===== config.mk =====
export PLATFORM = sky130hd
export DESIGN_NAME = bcd_scan_display_flat
export DESIGN_NICKNAME = d
export VERILOG_FILES = /design/src/rtl/bcd_scan_display_pkg.sv /design/src/rtl/bcd_scan_display_if.sv /design/src/rtl/bcd_scan_display_bcd_to_seg7.sv /design/src/rtl/bcd_scan_display.sv /design/src/flat_wrapper.sv
export SDC_FILE = /design/constraint.sdc
export NUM_CORES = 1
export LEC_CHECK = 0
export CAP_MARGIN = 0
export CORE_MARGIN = 5
export CORE_UTILIZATION = 57
export CTS_BUF_LIST = sky130_fd_sc_hd__clkbuf_16
export DETAILED_ROUTE_END_ITERATION = 10
export GPL_TIMING_DRIVEN = 0
export PLACE_DENSITY = 0.84
export REMOVE_ABC_BUFFERS = 1
export SLEW_MARGIN = 20
export SYNTH_ARGS = -nofsm -noshare
export SYNTH_HDL_FRONTEND = slang
export SYNTH_SLANG_ARGS = --single-unit

===== constraint.sdc =====
create_clock -name clk -period 4.2 [get_ports clk]
set_input_delay 0.63 -clock clk [delete_from_list [all_inputs] [get_ports clk]]
set_output_delay 0.63 -clock clk [all_outputs]
set_load 0.03 [all_outputs]

===== src/rtl/bcd_scan_display_pkg.sv =====
`default_nettype none
// ============================================================================
//  Module   : bcd_scan_display_pkg
//  Purpose  : Shared seven-segment types and active-high patterns, bit order
//             {g,f,e,d,c,b,a}.
//  Revision : 1.0  initial release
// ============================================================================
package bcd_scan_display_pkg;

   typedef logic [6:0] seg7_t;

   localparam seg7_t SEG_0    = 7'h3F;
   localparam seg7_t SEG_1    = 7'h06;
   localparam seg7_t SEG_2    = 7'h5B;
   localparam seg7_t SEG_3    = 7'h4F;
   localparam seg7_t SEG_4    = 7'h66;
   localparam seg7_t SEG_5    = 7'h6D;
   localparam seg7_t SEG_6    = 7'h7D;
   localparam seg7_t SEG_7    = 7'h07;
   localparam seg7_t SEG_8    = 7'h7F;
   localparam seg7_t SEG_9    = 7'h6F;
   localparam seg7_t SEG_DASH = 7'h40;
   localparam seg7_t SEG_OFF  = 7'h00;

endpackage
`default_nettype wire


===== src/rtl/bcd_scan_display_if.sv =====
`default_nettype none
// ============================================================================
//  Module   : bcd_scan_display_if
//  Purpose  : Digit source to display-pin bundle. The master supplies BCD
//             digits and requests; the slave (the scanner) drives the pins.
//  Revision : 1.0  initial release
// ============================================================================
interface bcd_scan_display_if
   import bcd_scan_display_pkg::*;
#(
   parameter int NUM_DIGITS = 4
);
   logic [4*NUM_DIGITS-1:0] digits_in;
   logic [NUM_DIGITS-1:0]   dp_in;
   logic                    blank_lz;
   seg7_t                   seg;
   logic                    dp;
   logic [NUM_DIGITS-1:0]   an;
   logic                    frame_start;

   modport master (
      output digits_in, dp_in, blank_lz,
      input  seg, dp, an, frame_start
   );

   modport slave (
      input  digits_in, dp_in, blank_lz,
      output seg, dp, an, frame_start
   );
endinterface
`default_nettype wire


===== src/rtl/bcd_scan_display_bcd_to_seg7.sv =====
`default_nettype none
// ============================================================================
//  Module   : bcd_to_seg7
//  Purpose  : Combinational BCD to active-high seven-segment decoder.
//             Codes 10..15 are not valid BCD and show a dash.
//  Revision : 1.0  initial release
// ============================================================================
module bcd_to_seg7
   import bcd_scan_display_pkg::*;
(
   input  logic [3:0] i_bcd,
   output seg7_t      o_seg
);

   // Map each BCD code to its segment pattern
   always_comb begin
      o_seg = SEG_DASH;
      case (i_bcd)
         4'd0:    o_seg = SEG_0;
         4'd1:    o_seg = SEG_1;
         4'd2:    o_seg = SEG_2;
         4'd3:    o_seg = SEG_3;
         4'd4:    o_seg = SEG_4;
         4'd5:    o_seg = SEG_5;
         4'd6:    o_seg = SEG_6;
         4'd7:    o_seg = SEG_7;
         4'd8:    o_seg = SEG_8;
         4'd9:    o_seg = SEG_9;
         default: o_seg = SEG_DASH;
      endcase
   end

endmodule
`default_nettype wire


===== src/rtl/bcd_scan_display.sv =====
`default_nettype none
// ============================================================================
//  Module   : bcd_scan_display
//  Purpose  : Time-multiplexed seven-segment scanner with per-frame digit
//             snapshot, leading-zero blanking and an all-off guard interval
//             at the start of every digit slot.
//  Revision : 1.0  initial release
// ============================================================================
module bcd_scan_display
   import bcd_scan_display_pkg::*;
#(
   parameter int NUM_DIGITS = 4,
   parameter int SCAN_DIV   = 50000,
   parameter int GUARD      = 2,
   parameter int ACTIVE_LOW = 1
)(
   input  logic               clk,
   input  logic               reset,
   bcd_scan_display_if.slave  bus
);

   localparam int c_PW = $clog2(SCAN_DIV);
   localparam int c_IW = $clog2(NUM_DIGITS);

   localparam logic [c_PW-1:0] c_PLAST = c_PW'(SCAN_DIV - 1);
   localparam logic [c_PW-1:0] c_GUARD = c_PW'(GUARD);
   localparam logic [c_IW-1:0] c_ILAST = c_IW'(NUM_DIGITS - 1);
   localparam logic            c_INV   = (ACTIVE_LOW != 0);

   logic [c_PW-1:0]          r_pcnt;
   logic [c_IW-1:0]          r_idx;
   logic [4*NUM_DIGITS-1:0]  r_shadow_digits;
   logic [NUM_DIGITS-1:0]    r_shadow_dp;
   logic                     r_shadow_blz;
   logic                     r_primed;
   logic                     r_frame_start;
   seg7_t                    r_seg;
   logic                     r_dp;
   logic [NUM_DIGITS-1:0]    r_an;

   logic                     w_tick;
   logic                     w_snap;
   logic [NUM_DIGITS-1:0]    w_lead;
   logic [NUM_DIGITS-1:0]    w_blank;
   logic [3:0]               w_cur_digit;
   logic                     w_cur_blank;
   logic                     w_cur_dp;
   logic                     w_guard;
   seg7_t                    w_dec_seg;
   seg7_t                    w_seg_hi;
   logic                     w_dp_hi;
   logic [NUM_DIGITS-1:0]    w_an_hi;

   assign w_tick = (r_pcnt == c_PLAST);
   // A fresh snapshot is taken right after reset release and at the end of
   // the last slot, so a whole frame always shows one consistent value.
   assign w_snap = !r_primed || (w_tick && (r_idx == c_ILAST));

   // Prescaler, slot index and per-frame snapshot of the digit inputs
   always_ff @(posedge clk) begin
      if (reset) begin
         r_pcnt          <= '0;
         r_idx           <= '0;
         r_shadow_digits <= '0;
         r_shadow_dp     <= '0;
         r_shadow_blz    <= 1'b0;
         r_primed        <= 1'b0;
         r_frame_start   <= 1'b0;
      end else begin
         r_primed      <= 1'b1;
         r_frame_start <= w_snap;
         if (w_tick) begin
            r_pcnt <= '0;
            r_idx  <= (r_idx == c_ILAST) ? '0 : r_idx + c_IW'(1);
         end else begin
            r_pcnt <= r_pcnt + c_PW'(1);
         end
         if (w_snap) begin
            r_shadow_digits <= bus.digits_in;
            r_shadow_dp     <= bus.dp_in;
            r_shadow_blz    <= bus.blank_lz;
         end
      end
   end

   // w_lead[k]: digits k..top are all zero and none of them requests a dp
   always_comb begin
      w_lead = '0;
      w_lead[NUM_DIGITS-1] = (r_shadow_digits[4*(NUM_DIGITS-1) +: 4] == 4'd0)
                             && !r_shadow_dp[NUM_DIGITS-1];
      for (int k = NUM_DIGITS - 2; k >= 0; k--) begin
         w_lead[k] = w_lead[k+1] && (r_shadow_digits[4*k +: 4] == 4'd0)
                     && !r_shadow_dp[k];
      end
   end

   // Digit 0 always stays visible so a zero value still shows "0"
   assign w_blank = r_shadow_blz ? {w_lead[NUM_DIGITS-1:1], 1'b0} : '0;

   assign w_cur_digit = r_shadow_digits[{r_idx, 2'b00} +: 4];
   assign w_cur_blank = w_blank[r_idx];
   assign w_cur_dp    = r_shadow_dp[r_idx];
   assign w_guard     = (r_pcnt < c_GUARD);

   bcd_to_seg7 u_dec (
      .i_bcd (w_cur_digit),
      .o_seg (w_dec_seg)
   );

   assign w_seg_hi = (w_guard || w_cur_blank) ? SEG_OFF : w_dec_seg;
   assign w_dp_hi  = !w_guard && !w_cur_blank && w_cur_dp;
   assign w_an_hi  = w_guard ? '0 : (NUM_DIGITS'(1) << r_idx);

   // Output registers; polarity is applied only here
   always_ff @(posedge clk) begin
      if (reset) begin
         r_seg <= {7{c_INV}};
         r_dp  <= c_INV;
         r_an  <= {NUM_DIGITS{c_INV}};
      end else begin
         r_seg <= w_seg_hi ^ {7{c_INV}};
         r_dp  <= w_dp_hi ^ c_INV;
         r_an  <= w_an_hi ^ {NUM_DIGITS{c_INV}};
      end
   end

   assign bus.seg         = r_seg;
   assign bus.dp          = r_dp;
   assign bus.an          = r_an;
   assign bus.frame_start = r_frame_start;

endmodule
`default_nettype wire


===== src/flat_wrapper.sv =====
// flat-port wrapper written by rule: the top's interface ports become plain ports
module bcd_scan_display_flat import bcd_scan_display_pkg::*;
#(
   parameter int NUM_DIGITS = 4,
   parameter int SCAN_DIV   = 50000,
   parameter int GUARD      = 2,
   parameter int ACTIVE_LOW = 1
)
  (clk, reset, bus_digits_in, bus_dp_in, bus_blank_lz, bus_seg, bus_dp, bus_an, bus_frame_start);
  bcd_scan_display_if #(.NUM_DIGITS(NUM_DIGITS)) bus_i ();
  input  logic clk;
  input  logic reset;
  input wire logic [$bits(bus_i.digits_in)-1:0] bus_digits_in;
  input wire logic [$bits(bus_i.dp_in)-1:0] bus_dp_in;
  input wire logic [$bits(bus_i.blank_lz)-1:0] bus_blank_lz;
  output wire logic [$bits(bus_i.seg)-1:0] bus_seg;
  output wire logic [$bits(bus_i.dp)-1:0] bus_dp;
  output wire logic [$bits(bus_i.an)-1:0] bus_an;
  output wire logic [$bits(bus_i.frame_start)-1:0] bus_frame_start;
  assign bus_i.digits_in = bus_digits_in;
  assign bus_i.dp_in = bus_dp_in;
  assign bus_i.blank_lz = bus_blank_lz;
  assign bus_seg = bus_i.seg;
  assign bus_dp = bus_i.dp;
  assign bus_an = bus_i.an;
  assign bus_frame_start = bus_i.frame_start;
  bcd_scan_display #(.NUM_DIGITS(NUM_DIGITS), .SCAN_DIV(SCAN_DIV), .GUARD(GUARD), .ACTIVE_LOW(ACTIVE_LOW)) u_core (.clk(clk), .reset(reset), .bus(bus_i));
endmodule

==> results.tsv, run 1 <==
metric	value	unit
hold_depth	2	
internal-power	792.9	uW
yosys_warnings	0	
holdBufCountCts	0	
first_global_vias	1725	
rsz0062_at_grt	no	
required	4350	ps
finalWeightedCongestion	0.8221	
cts_setup_buffers	0	
root_buffer	clkbuf_16	
wl_per_cell	13.63	um
track_usage	19.03	%
crit-reg2reg-launch	u_core.r_idx[0]$_SDFFE_PP0P_	
skew	4.009	ps
io_pins	36	
cts_tree	yes	
swShare	22.88	%
r2r_end	u_core.r_shadow_digits[11]$_SDFFE_PP0P_	
finalCriticalPeriod	2675	ps
cts_max_path_buffers	2	
clkLatencyLatePin	290	ps
die_area	5354	um2
cts_resized	0	
fmax	0.3739	GHz
finalCritPeriodShare	63.69	%
max_cap_viol_count	0	
status	complete, no violations	
syn_inst	255	
arrival	2820	ps
ys_ff_latch	53	
p_switching	235.2	uW
hp-class	reg2reg	
yosys.area.top_type_share	46.64	%
htreeDepth	2	
cts_made_buffers	5	
place_area	2653	um2
clk_pin_slew	60	ps
nets	320	
seqPwrFrac	52.1	%
core_area	3943	um2
worst_setup_path_start_kind	primary input	
die_x	73.17	um
synth_area_leaders	dfxtp_1, nand2_1, ha_1	
routed-via-count	1801	
worst_slew_pin_slew	998.1	ps
die_h	73.17	um
drcViolationCount	0	
clock_sinks	53	
min_to	u_core.r_shadow_blz$_SDFFE_PP0P_	
grt-ovfl-total	0	
antenna_cells	0	
wl	4592	um
n_fill_cell	308	
crit_fanout	27	
finalSetupViolations	0	
drtIter0Drc	109	
worst-r2r-setup-slack	1950	ps
place_hpwl	3360	um
power_frac_clock	37.2	%
setup_tns	0	ps
max_slew_margin	33.25	%
yosysSeqAreaShare	46.64	%
power_density	368.5	nW/um2
crit_path_end_kind	flip-flop	
grt_max_degree	28	
drv_slew	0	
yosysTopAreaCell	dfxtp_1	
std_cell_rows	23	
drive_above_1_share	6.272	%
yosysMostFrequentCell	nand2_1	
via_per_inst	5.344	
leakagePower	0.001077	uW
synth.avg_cell_area	8.920	um2
synth-main-ff-cell	dfxtp_1	
ant_nets	0	
ir_worst_vdd	0.0002353	V
synth-edff-count	0	
place.port_buffers	35	
netlist_top_cells_count	nand2_1, dfxtp_1, a21oi_1	
p_comb_share	10.7	%
fin_area	2790	um2
first_pass_iters	4	
start_util	57.70	%
min_from	u_core.r_shadow_blz$_SDFFE_PP0P_	
fin_hold_ws	448.6	ps
ff2ff_path_depth	7	
async_reset_ff_share	0	%
netlist_area	2275	um2
antenna_found_initial	0	
yosys.cell_types.count	31	
p_total	1028	uW
critPathKind	in2reg	
finalHoldViolCount	0	
grt_pass1_wl	7928	um
area_growth	22.66	%
==> how the worst max path moves through the flow <==
| stage | from | cells after the start | end | slack [ps] |
|---|---|---|---|---|
| 2_1_floorplan | u_core.r_idx[0]$_SDFFE_PP0P_ | 5 | u_core.r_shadow_blz$_SDFFE_PP0P_ | 1330 |
| 3_5_place_dp | reset | 4 | u_core.bus.seg[5]$_SDFF_PP1_ | 1280 |
| 3_3_place_gp | u_core.r_idx[0]$_SDFFE_PP0P_ | 5 | u_core.r_shadow_digits[12]$_SDFFE_PP0P_ | 340 |
| 4_1_cts | reset | 4 | u_core.bus.seg[5]$_SDFF_PP1_ | 1560 |
| 6_report | reset | 4 | u_core.bus.seg[5]$_SDFF_PP1_ | 1530 |
| 5_1_grt | reset | 4 | u_core.bus.seg[6]$_SDFF_PP1_ | 1300 |
==> power by group through the flow <==
stage          Sequential (uW)  Combinational (uW)  Clock, uW
3_5_place_dp               547                 110          0
6_report                   536                 110        382
2_1_floorplan              558                45.9          0
4_1_cts                    536                 110        386
5_1_grt                    538                 121        410
3_3_place_gp               546                 107          0
==> metal layers <==
metal | track usage, % | up-vias | routed length (um)
met4 | 7.582 | 0 | 92
li1 | - | 922 | -
met3 | 4.821 | 11 | 210
met1 | 23.63 | 815 | 2076
met5 | 0 | - | 0
met2 | 31.38 | 53 | 2213
==> stage by stage <==
stage | util (%) | setup slack [ps] | instances
floorplan | - | 1332 | 242
global placement | 66.77 | 345.0 | 327
detailed placement | 67.28 | 1276 | 329
CTS | 70.77 | 1561 | 337
global route | 70.77 | 1299 | 337
finish | 70.77 | 1525 | 337
==> flip-flops by register name, summed over array words and instances, names as in the netlist <==
| name | cells |
|---|---|
| u_core.r_primed | 1 |
| u_core.bus.seg | 7 |
| u_core.bus.an | 4 |
| u_core.r_shadow_digits | 16 |
| u_core.bus.frame_start | 1 |
| u_core.r_shadow_dp | 4 |
| u_core.r_idx | 2 |
| u_core.bus.dp | 1 |
| u_core.r_pcnt | 16 |
| u_core.r_shadow_blz | 1 |
==> critical path, cell delays in order <==
cell and delay [ps]:
clkdlybuf4s50_1 920, a41oi_1 700, o41a_1 440, o211ai_1 130
==> placed cells by master, fill, tap and decap left out <==
cell type / Yosys / layout
clkinv_2: 0 / 1
xnor2_1: 7 / 7
ha_1: 11 / 11
inv_1: 8 / 8
or3_1: 1 / 1
or4_4: 1 / 1
o21ai_0: 3 / 3
nor3_1: 3 / 3
nor4_1: 2 / 2
nor2_1: 22 / 22
o211ai_1: 3 / 3
o41a_1: 2 / 2
a41oi_1: 1 / 1
clkbuf_16: 0 / 5
o22ai_1: 1 / 1
nand4_1: 1 / 1
or4b_2: 1 / 1
o41ai_2: 0 / 1
and3_1: 8 / 8
nand2_2: 1 / 1
nand2_1: 57 / 57
nor4bb_1: 1 / 1
dfxtp_1: 53 / 53
mux2i_1: 3 / 3
xor2_1: 7 / 7
nor4_4: 1 / 1
a21oi_1: 25 / 25
buf_2: 5 / 1
buf_4: 0 / 1
nand3_1: 11 / 11
mux4_2: 5 / 5
clkinv_1: 0 / 2
nor4b_1: 1 / 1
clkdlybuf4s50_1: 0 / 35
or4_1: 1 / 1
==> cells by family after synthesis <==
group / share of synthesized area, %
compound gates: 9.186
xor+xnor: 5.391
fa+ha+maj: 6.051
buf+inv: 3.740
flops: 46.64
mux: 6.271
simple gates: 22.72
==> cell type report <==
class / count / area [um2] / share of cell area, %
clock buffers: 5 / 125.1 / 4.484
inverters: 8 / 30.03 / 1.076
flip-flops and latches: 53 / 1061 / 38.03
multi-input cells: 181 / 1136 / 40.72
well taps: 50 / 62.56 / 2.242
repair buffers: 37 / 362.8 / 13.00
clock inverters: 3 / 12.51 / 0.4484
(Power assumes the default switching activity.)
==> run 2: changes to the inputs <==
Settings changed: CORE_UTILIZATION 57 to 47, PLACE_DENSITY 0.84 to 0.74.
Clock period 4.2 ns to 2.2 ns, I/O delays scaled along.
==> results.tsv, run 2 (synthesis results as in run 1) <==
metric	value	unit	change
nets	320		unchanged
drcViolationCount	0		unchanged
ant_nets	0		unchanged
place_hpwl	3136	um	-6.7%
placed_cells	346		+5.2%
skew	4.591	ps	+0.5820 ps
status	complete, no violations		
cts_max_path_buffers	2		unchanged
drv_slew	0		unchanged
cp-startpoint	u_core.r_pcnt[7]$_SDFF_PP0_		
htreeDepth	2		unchanged
grt-ovfl-total	0		unchanged
r2r_end	u_core.r_shadow_digits[11]$_SDFFE_PP0P_		
wl_met1	2022	um	-2.6%
first_global_vias	1663		-3.6%
track_usage	15.22	%	-3.8 points
p_total	1983	uW	+93%
endpoint	u_core.r_shadow_digits[11]$_SDFFE_PP0P_		
place.port_buffers	35		unchanged
clk_pin_slew	70	ps	about the same
die_area	6331	um2	+18%
ff2ff_path_depth	6		-1
grt_pass1_wl	7672	um	-3.2%
crit_path_end_kind	flip-flop		
via_per_inst	5.093		-4.7%
cts_made_buffers	5		unchanged
cts_setup_buffers	0		unchanged
finalCriticalPeriod	2044	ps	
required	2410	ps	-1940 ps
n_fill_cell	431		+40%
worst_setup_path_start_kind	flip-flop		
std_cell_rows	25		+8.7%
critPathKind	reg2reg		
routed-via-count	1803		+0.11%
area_growth	24.86	%	
dr_wl_met3	246	um	+17%
crit_fanout	10		-63%
setup_slack	156.0	ps	-1369 ps
routed.top_layer	met4		
cts_tree	yes		
dr_wl_met2	2188	um	-1.1%
clkLatencyLatePin	290	ps	about the same
finalWeightedCongestion	0.8089		-1.6%
drtIter0Drc	84		-23%
leakagePower	0.001097	uW	+1.9%
ir_worst_vdd	0.0004371	V	+86%
first_pass_iters	4		unchanged
power_density	698.1	nW/um2	+89%
holdBufCountCts	0		unchanged
die_h	79.57	um	+8.7%
io_pins	36		unchanged
core_area	4723	um2	+20%
arrival	2250	ps	-570 ps
drive_above_1_share	8.711	%	+2.4 points
antenna_found_initial	0		unchanged
clock_sinks	53		unchanged
root_buffer	clkbuf_16		
die_x	79.57	um	+8.7%
wl	4511	um	-1.8%
worst-r2r-setup-slack	160	ps	-1790 ps
crit-reg2reg-launch	u_core.r_pcnt[7]$_SDFF_PP0_		
finalCritPeriodShare	92.91	%	
antenna_cells	0		unchanged
hp-class	reg2reg		
max_cap_viol_count	0		unchanged
worst_slew_pin_slew	1008	ps	+9.879 ps
fin_cells	354		+5.0%
rsz0062_at_grt	no		
pre_cts_slack	-462.8	ps	-1738 ps
wl_per_cell	12.74	um	-6.5%
finalSetupViolations	0		unchanged
final_common_cell	nand2_1		
fmax	0.4892	GHz	
start_util	48.16	%	-9.5 points
mostFrequentLayoutCells	nand2_1, dfxtp_1, clkdlybuf4s50_1, a21oi_1, nor2_1		
hold_depth	2		unchanged
grt_max_degree	28		unchanged
max_slew_margin	32.80	%	-0.45 points
finalHoldViolCount	0		unchanged
run 2: critical path, stage by stage (launching register included):
cell and delay, ps:
dfxtp_1 400, nor4_4 340, nand2_2 140, o41ai_4 530, buf_2 300, nand2_1 100, a21oi_1 160
run 2: timing repair:
item / 4_1_cts / 5_1_grt
endpoints found under the setup margin: 20 / 34
cloned: 0 / 0
gates resized for setup: 4 / 3
endpoints found under the hold margin: 0 / 0
run 2: report_power, final:
group,total [uW],switching (uW),internal (uW),leakage (uW)
logic,213,110,103,0.000592
clock network,748,331,417,0.0000696
registers,1020,22.8,1000,0.000435
total,1980,463,1520,0.00110
run 2: area by class of cell:
| type | count | area (um2) | share of cell area (%) |
|---|---|---|---|
| clock inverter | 3 | 17.52 | 0.6167 |
| timing repair buffer | 37 | 361.6 | 12.73 |
| tap | 67 | 83.83 | 2.952 |
| clock buffer | 5 | 125.1 | 4.405 |
| multi-input combinational | 181 | 1159 | 40.79 |
| inverter | 8 | 30.03 | 1.057 |
| sequential | 53 | 1064 | 37.44 |
run 2: per-stage QoR:
stage	instance area (um2)	setup TNS (ps)	util, %	hold WS [ps]
floorplan	2220	-14030	-	399.1
global placement	2654	-38940	56.19	435.9
detailed placement	2674	-4003	56.61	444.1
CTS	2835	0	60.03	453.0
global route	2840	0	60.13	475.3
finish	2840	0	60.13	448.4
run 2: worst min path at each step:
stage	startpoint	end	slack [ps]
floorplan	reset	u_core.r_idx[0]$_SDFFE_PP0P_	400
global placement	u_core.r_shadow_blz$_SDFFE_PP0P_	u_core.r_shadow_blz$_SDFFE_PP0P_	440
detailed placement	u_core.r_shadow_digits[1]$_SDFFE_PP0P_	u_core.r_shadow_digits[1]$_SDFFE_PP0P_	440
CTS	u_core.r_shadow_digits[1]$_SDFFE_PP0P_	u_core.r_shadow_digits[1]$_SDFFE_PP0P_	450
global route	u_core.r_shadow_digits[2]$_SDFFE_PP0P_	u_core.r_shadow_digits[2]$_SDFFE_PP0P_	480
finish	u_core.r_shadow_digits[1]$_SDFFE_PP0P_	u_core.r_shadow_digits[1]$_SDFFE_PP0P_	450
run 2: layer usage:
layer  vias to the layer above  global-route usage, %
li1                        921                      -
met1                       837                  19.43
met2                        39                  25.71
met3                         6                  3.386
met4                         0                  4.296
met5                         -                      0
